`src/rtl/fu_sched_pkg.sv`:
```
// Shared types for the functional-unit scheduler: FU indices, FU mask type,
// divider state encoding and a one-hot helper.
package fu_sched_pkg;

    localparam int NUM_FU = 5;
    localparam int FU_ALU = 0;
    localparam int FU_BRU = 1;
    localparam int FU_MUL = 2;
    localparam int FU_DIV = 3;
    localparam int FU_LSU = 4;

    typedef logic [NUM_FU-1:0] fu_mask_t;

    typedef enum logic {
        DIV_IDLE = 1'b0,
        DIV_BUSY = 1'b1
    } div_state_t;

    function automatic logic is_onehot(input fu_mask_t m);
        return (m != '0) && ((m & (m - fu_mask_t'(1))) == '0);
    endfunction

endpackage

```
`src/rtl/fu_sched_div_fsm.sv`:
```
// Divider occupancy tracker: IDLE/BUSY with a down-counter bounding the
// worst-case latency; an early div_done releases the unit.
module div_fsm
    import fu_sched_pkg::*;
#(
    parameter int divlat = 16
) (
    input  logic clk,
    input  logic rst,
    input  logic i_clr,
    input  logic i_start,
    input  logic i_done,
    output logic o_idle,
    output logic o_busy
);

    localparam int CW = (divlat > 1) ? $clog2(divlat) : 1;

    div_state_t      r_state;
    logic [CW-1:0]   r_cnt;
    logic            r_idle;
    logic            r_busy;

    always_ff @(posedge clk) begin
        if (rst || i_clr) begin
            r_state <= DIV_IDLE;
            r_cnt   <= '0;
            r_idle  <= 1'b1;
            r_busy  <= 1'b0;
        end else begin
            case (r_state)
                DIV_IDLE: begin
                    if (i_start) begin
                        r_state <= DIV_BUSY;
                        r_cnt   <= CW'(divlat - 1);
                        r_idle  <= 1'b0;
                        r_busy  <= 1'b1;
                    end
                end
                DIV_BUSY: begin
                    // A start arriving while busy is never granted upstream,
                    // so only the release conditions matter here.
                    if (i_done || r_cnt == '0) begin
                        r_state <= DIV_IDLE;
                        r_cnt   <= '0;
                        r_idle  <= 1'b1;
                        r_busy  <= 1'b0;
                    end else begin
                        r_cnt <= r_cnt - CW'(1);
                    end
                end
                default: begin
                    r_state <= DIV_IDLE;
                    r_cnt   <= '0;
                    r_idle  <= 1'b1;
                    r_busy  <= 1'b0;
                end
            endcase
        end
    end

    assign o_idle = r_idle;
    assign o_busy = r_busy;

endmodule

```
`src/rtl/fu_sched.sv`:
```
// In-order issue arbiter: grants a prefix of valid issue slots against the
// per-cycle capacity of ALU/BRU/MUL/DIV/LSU and tracks MUL, DIV and LSQ occupancy.
module fu_sched
    import fu_sched_pkg::*;
#(
    parameter int iwd    = 4,
    parameter int divlat = 16,
    parameter int lsqsz  = 8,
    parameter int mullat = 3
) (
    input  logic                    clk,
    input  logic                    rst,
    input  logic                    i_redir,
    input  logic [iwd-1:0]          i_iss_valid,
    input  logic [iwd*NUM_FU-1:0]   i_iss_fu,
    input  logic                    i_div_done,
    input  logic [1:0]              i_lsu_free,
    output logic [NUM_FU-1:0]       o_fu_ready,
    output logic [iwd-1:0]          o_issue,
    output logic                    o_div_busy,
    output logic [$clog2(lsqsz):0]  o_lsu_cred
);

    localparam int CRW = $clog2(lsqsz) + 1;
    localparam int MIW = $clog2(mullat + 1);

    logic [mullat-1:0] r_mul_sr;
    logic [MIW-1:0]    r_mul_inf;
    logic [CRW-1:0]    r_lsu_cred;

    logic              w_div_idle;
    logic              w_div_busy;
    logic              w_mul_ok;
    logic [iwd-1:0]    w_issue;
    logic              w_mul_gnt;
    logic              w_div_gnt;
    logic [CRW-1:0]    w_lsu_n;
    logic              w_open;
    logic              w_bru_cap;
    logic              w_mul_cap;
    logic              w_div_cap;
    logic [CRW-1:0]    w_lsu_cap;
    fu_mask_t          w_m;
    logic              w_ok;
    logic [CRW:0]      w_cred_sum;
    logic [CRW-1:0]    w_cred_nxt;

    assign w_mul_ok = (r_mul_inf < MIW'(mullat));

    // Walk slots oldest-first, consuming capacity; the first denied valid slot
    // closes the window so younger slots cannot pass it.
    always_comb begin
        w_issue   = '0;
        w_mul_gnt = 1'b0;
        w_div_gnt = 1'b0;
        w_lsu_n   = '0;
        w_open    = !i_redir;
        w_bru_cap = 1'b1;
        w_mul_cap = w_mul_ok;
        w_div_cap = w_div_idle;
        w_lsu_cap = r_lsu_cred;
        w_m       = '0;
        w_ok      = 1'b0;
        for (int i = 0; i < iwd; i++) begin
            w_m  = i_iss_fu[i*NUM_FU +: NUM_FU];
            w_ok = is_onehot(w_m) &&
                   (w_m[FU_ALU] ||
                    (w_m[FU_BRU] && w_bru_cap) ||
                    (w_m[FU_MUL] && w_mul_cap) ||
                    (w_m[FU_DIV] && w_div_cap) ||
                    (w_m[FU_LSU] && (w_lsu_cap != '0)));
            if (i_iss_valid[i]) begin
                if (w_open && w_ok) begin
                    w_issue[i] = 1'b1;
                    if (w_m[FU_BRU]) w_bru_cap = 1'b0;
                    if (w_m[FU_MUL]) begin
                        w_mul_cap = 1'b0;
                        w_mul_gnt = 1'b1;
                    end
                    if (w_m[FU_DIV]) begin
                        w_div_cap = 1'b0;
                        w_div_gnt = 1'b1;
                    end
                    if (w_m[FU_LSU]) begin
                        w_lsu_cap = w_lsu_cap - CRW'(1);
                        w_lsu_n   = w_lsu_n + CRW'(1);
                    end
                end else begin
                    w_open = 1'b0;
                end
            end
        end
    end

    // Grants never exceed the current credit count, so the sum cannot underflow.
    always_comb begin
        w_cred_sum = (CRW+1)'(r_lsu_cred) - (CRW+1)'(w_lsu_n)
                   + (CRW+1)'(i_lsu_free[0]) + (CRW+1)'(i_lsu_free[1]);
        w_cred_nxt = (w_cred_sum > (CRW+1)'(lsqsz)) ? CRW'(lsqsz) : w_cred_sum[CRW-1:0];
    end

    always_ff @(posedge clk) begin
        if (rst) begin
            r_mul_sr   <= '0;
            r_mul_inf  <= '0;
            r_lsu_cred <= CRW'(lsqsz);
        end else begin
            r_lsu_cred <= w_cred_nxt;
            if (i_redir) begin
                r_mul_sr  <= '0;
                r_mul_inf <= '0;
            end else begin
                r_mul_sr  <= (r_mul_sr << 1) | mullat'(w_mul_gnt);
                r_mul_inf <= r_mul_inf + MIW'(w_mul_gnt) - MIW'(r_mul_sr[mullat-1]);
            end
        end
    end

    div_fsm #(.divlat(divlat)) u_div_fsm (
        .clk     (clk),
        .rst     (rst),
        .i_clr   (i_redir),
        .i_start (w_div_gnt),
        .i_done  (i_div_done),
        .o_idle  (w_div_idle),
        .o_busy  (w_div_busy)
    );

    assign o_fu_ready[FU_ALU] = 1'b1;
    assign o_fu_ready[FU_BRU] = 1'b1;
    assign o_fu_ready[FU_MUL] = w_mul_ok;
    assign o_fu_ready[FU_DIV] = w_div_idle;
    assign o_fu_ready[FU_LSU] = (r_lsu_cred != '0);
    assign o_issue            = w_issue;
    assign o_div_busy         = w_div_busy;
    assign o_lsu_cred         = r_lsu_cred;

endmodule

```
`config.mk`:
```
export PLATFORM = sky130hd
export DESIGN_NAME = fu_sched
export DESIGN_NICKNAME = d
export VERILOG_FILES = /design/src/rtl/fu_sched_pkg.sv /design/src/rtl/fu_sched_div_fsm.sv /design/src/rtl/fu_sched.sv
export SDC_FILE = /design/constraint.sdc
export NUM_CORES = 1
export LEC_CHECK = 0
export ABC_AREA = 0
export BUFFER_PORTS_ARGS = -buffer_cell sky130_fd_sc_hd__buf_2
export CORE_ASPECT_RATIO = 1.75
export CORE_MARGIN = 1
export CORE_UTILIZATION = 43
export CTS_BUF_LIST = sky130_fd_sc_hd__clkbuf_8
export DETAILED_ROUTE_END_ITERATION = 8
export GPL_TIMING_DRIVEN = 0
export PLACE_DENSITY = 0.6
export SLEW_MARGIN = 20
export SYNTH_ARGS = -nofsm -noshare
export SYNTH_HDL_FRONTEND = slang
export SYNTH_HIERARCHICAL = 1
export SYNTH_SLANG_ARGS = --single-unit
```
`constraint.sdc`:
```
create_clock -name clk -period 8.1 [get_ports clk]
set_input_delay 0.405 -clock clk [delete_from_list [all_inputs] [get_ports clk]]
set_output_delay 0.405 -clock clk [all_outputs]
set_load 0.1 [all_outputs]
```
==> results_dict.tcl <==
set metrics [dict create \
    drc 1 \
    outcome "finished, violations left" \
    crit_fanout 9 \
    crit_top_cell "ha_1" \
    cts_hold_buf 0 \
    dr.first_iter.drc_count 101 \
    ant_nets 0 \
    synth_top_area_cell "dfxtp_1" \
    clockBufferDepth 2 \
    leakagePower_nw 1.15 \
    multi_input_area_sq_mm 0.00191 \
    ys_types 71 \
    initial_utilization 0.443 \
    antenna_found_initial 0 \
    slew_headroom 0.444 \
    seq_area_frac_synth 0.138 \
    setup_ws_ns 0.350 \
    crit_path_end_kind "flip-flop" \
    clkSinkCount 16 \
    synth-edff-count 0 \
    core_sq_mm 0.00526 \
    wl_per_cell_um 15.3 \
    vdd_drop_max_uv 106 \
    dieWidth_um 57.6 \
    r2r-end "o_lsu_cred[2]" \
    numCtsBuffers 3 \
    critPathArrivalTime_ns 7.89 \
    vias 2444 \
    period_share 0.957 \
    slew_violations 0 \
    finalHoldViolCount 0 \
    grt_overflow 0 \
    maxCapViolCount 0 \
    seqCellArea_sq_um 322 \
    syn_area_sq_mm 0.00233 \
    tritoncts "yes" \
    ys_warn_count 6 \
    gr-usage-all-layers 0.223 \
    path_clk_slew_ns 0.07 \
    required_ns 8.24 \
    crit_type "flip-flop to flip-flop" \
    min_from "rst" \
    start_kind "flip-flop" \
    dp_slack_ns -0.241 \
    core.rowCount 35 \
    period_needed_ns 7.75 \
    dpl-instance-area_sq_mm 0.00262 \
    die-area_sq_mm 0.00572 \
    antennaDiodeCount 0 \
    netlist_instances 299 \
    holdCritPathClass "input port to flip-flop" \
    powerDensity_mw_per_mm2 79.7 \
    grt_max_degree 11 \
    die_h_um 99.3 \
    place_congestion 0.878 \
    r2r.worst_path.cells 36 \
    grt_pass1_vias 2260 \
    drive_gt1_frac 0.282 \
    worstSkewPairLatency_ns 0.25 \
    design_power_total_uw 226 \
    synth-main-ff-cell "dfxtp_1" \
    setup_viol 0 \
    drtPass1Iterations 6 \
    fin_skew_ns 0.00531 \
    hold-path-endpoint "r_mul_inf[1]" \
    r2r_setup_slack_ns 0.35 \
    io_pins 44 \
    fin_util 0.539 \
    slowest_delay_ns 0.43 \
    syn2layout_area_growth_pct 21.6 \
    synth-seq-cells 16 \
    async_reset_ff_frac 0 \
    syn_avg_cell_area_sq_um 7.79 \
    holdPathStages 2 \
    root_buffer "clkbuf_8" \
    hpwl_um 5050 \
    synth_area_leaders "dfxtp_1 (14%), ha_1 (8.6%), inv_1 (4.7%), nor2_1 (3.7%), a21oi_1 (3.7%)" \
    violations "design-rule violations" \
    clock.fmax_mhz 129 \
    io_buffers 40 \
    cpMaxStageDelayCell "or3b_4" \
    totalWireLength_um 6260 \
    netlist.area_leader.share 0.138 \
    final_cell_area_sq_mm 0.00283 \
    reg2reg_from "o_lsu_cred[0]" \
    h-tree-depth 1 \
    grt_pass1_wl_um 10300 \
    via_per_inst 5.98 \
    n_fill_cell 526 \
    worstMarginPinSlew_ns 0.827 \
    fin_nets 403 \
]
==> cell usage in the layout (no fill, tap or decap), types with 4 or more instances in the layout <==
cell type	Yosys	final
nand4_1	4	4
ha_1	16	15
nand2b_1	4	4
clkbuf_8	0	4
nor3_1	13	13
a211oi_1	5	4
nor2b_1	8	8
xnor2_1	5	4
buf_4	7	17
o211ai_1	5	5
o21ai_0	14	14
nand3_1	7	7
and2_1	9	9
a211o_1	5	4
buf_2	0	41
xor2_1	9	9
nand2_1	17	16
inv_1	29	26
a21oi_1	17	16
dfxtp_1	16	15
a21o_1	4	4
nor2_1	23	23
==> metrics by stage <==
stage | std cells | hold slack [ns] | TNS, ns
5_1_grt | 409 | 0.427 | -0.0923
2_1_floorplan | 300 | 0.406 | 0
4_1_cts | 400 | 0.423 | 0
3_5_place_dp | 395 | 0.418 | -0.830
3_3_place_gp | 395 | 0.415 | -0.746
6_report | 409 | 0.423 | 0
==> where the power goes <==
group	switching, mW	internal, mW	total [mW]
Clock	0.0274	0.0431	0.0704
Sequential	0.000949	0.0796	0.0805
Combinational	0.0469	0.0277	0.0746
==> kinds of logic (layout without fill, tap and decap cells) <==
group	count (synthesis)	after routing	synth area share
AND/OR/NAND/NOR	110	110	0.265
AO/OA/AOI/OAI	95	95	0.337
buffers and inverters	41	95	0.0838
adder cells (fa/ha/maj)	18	18	0.103
flip-flops	16	16	0.138
XOR/XNOR	14	14	0.0527
multiplexers	4	4	0.0183
other	1	2	0.00161
==> flip-flops by register name, summed over array words and instances (netlist names) <==
register / count
r_mul_inf: 2
u_div_fsm/r_state: 1
u_div_fsm/o_busy: 1
r_mul_sr: 3
u_div_fsm/r_cnt: 4
o_lsu_cred: 4
u_div_fsm/o_idle: 1
==> metal layers <==
metal,global-route usage,share of wire
met4,0.0938,0.036
met3,0.0182,0.027
met2,0.433,0.55
met1,0.236,0.39
met5,0,0
==> area by class of cell <==
| class | count | area share |
|---|---|---|
| Sequential cell | 16 | 0.114 |
| Buffer | 12 | 0.0309 |
| Timing Repair Buffer | 50 | 0.0972 |
| Multi-Input combinational cell | 243 | 0.673 |
| Clock buffer | 4 | 0.0194 |
| Tap cell | 55 | 0.0243 |
| Inverter | 29 | 0.0411 |
==> cell usage after synthesis (3+ instances only) <==
cell type / count
or3_1: 4
a21oi_1: 17
a31oi_1: 3
nor2b_1: 8
a211oi_1: 5
clkbuf_1: 3
inv_1: 29
nand3b_1: 3
nand3_1: 7
dfxtp_1: 16
nor2_1: 23
or2_2: 3
o31a_1: 3
o211ai_1: 5
nand2b_1: 4
nand4_1: 4
ha_1: 16
xor2_1: 9
a211o_1: 5
and2_1: 9
nor4_1: 3
nand2_1: 17
xnor2_1: 5
buf_4: 7
nor3_1: 13
o21ai_0: 14
a21o_1: 4
==> how the worst max path moves through the flow <==
stage	from	endpoint	slack, ns	cells after the start
2_1_floorplan	o_lsu_cred[1]	o_lsu_cred[2]	0.20	36
3_5_place_dp	o_lsu_cred[0]	o_lsu_cred[2]	-0.24	37
5_1_grt	o_lsu_cred[0]	o_lsu_cred[2]	-0.04	36
4_1_cts	o_lsu_cred[0]	o_lsu_cred[2]	0.02	37
3_3_place_gp	o_lsu_cred[0]	o_lsu_cred[2]	-0.22	36
6_report	o_lsu_cred[0]	o_lsu_cred[2]	0.35	36
==> worst max-delay path: cells and delay by family, from the launching register on <==
family	cells	cell delay [ns]
simple gates	11	2.13
flops	1	0.34
compound gates	11	2.05
mux	2	0.70
buf+inv	5	0.74
xor+xnor	1	0.23
fa+ha+maj	6	1.43
==> repair_timing <==
item / in CTS / in global routing
resized for setup: 3 / 16
pin swaps: 2 / 3
buffers inserted: 1 / 9
cloned: 0 / 0
setup endpoints to repair: 4 / 4
Power figures use the tool's default switching activity.
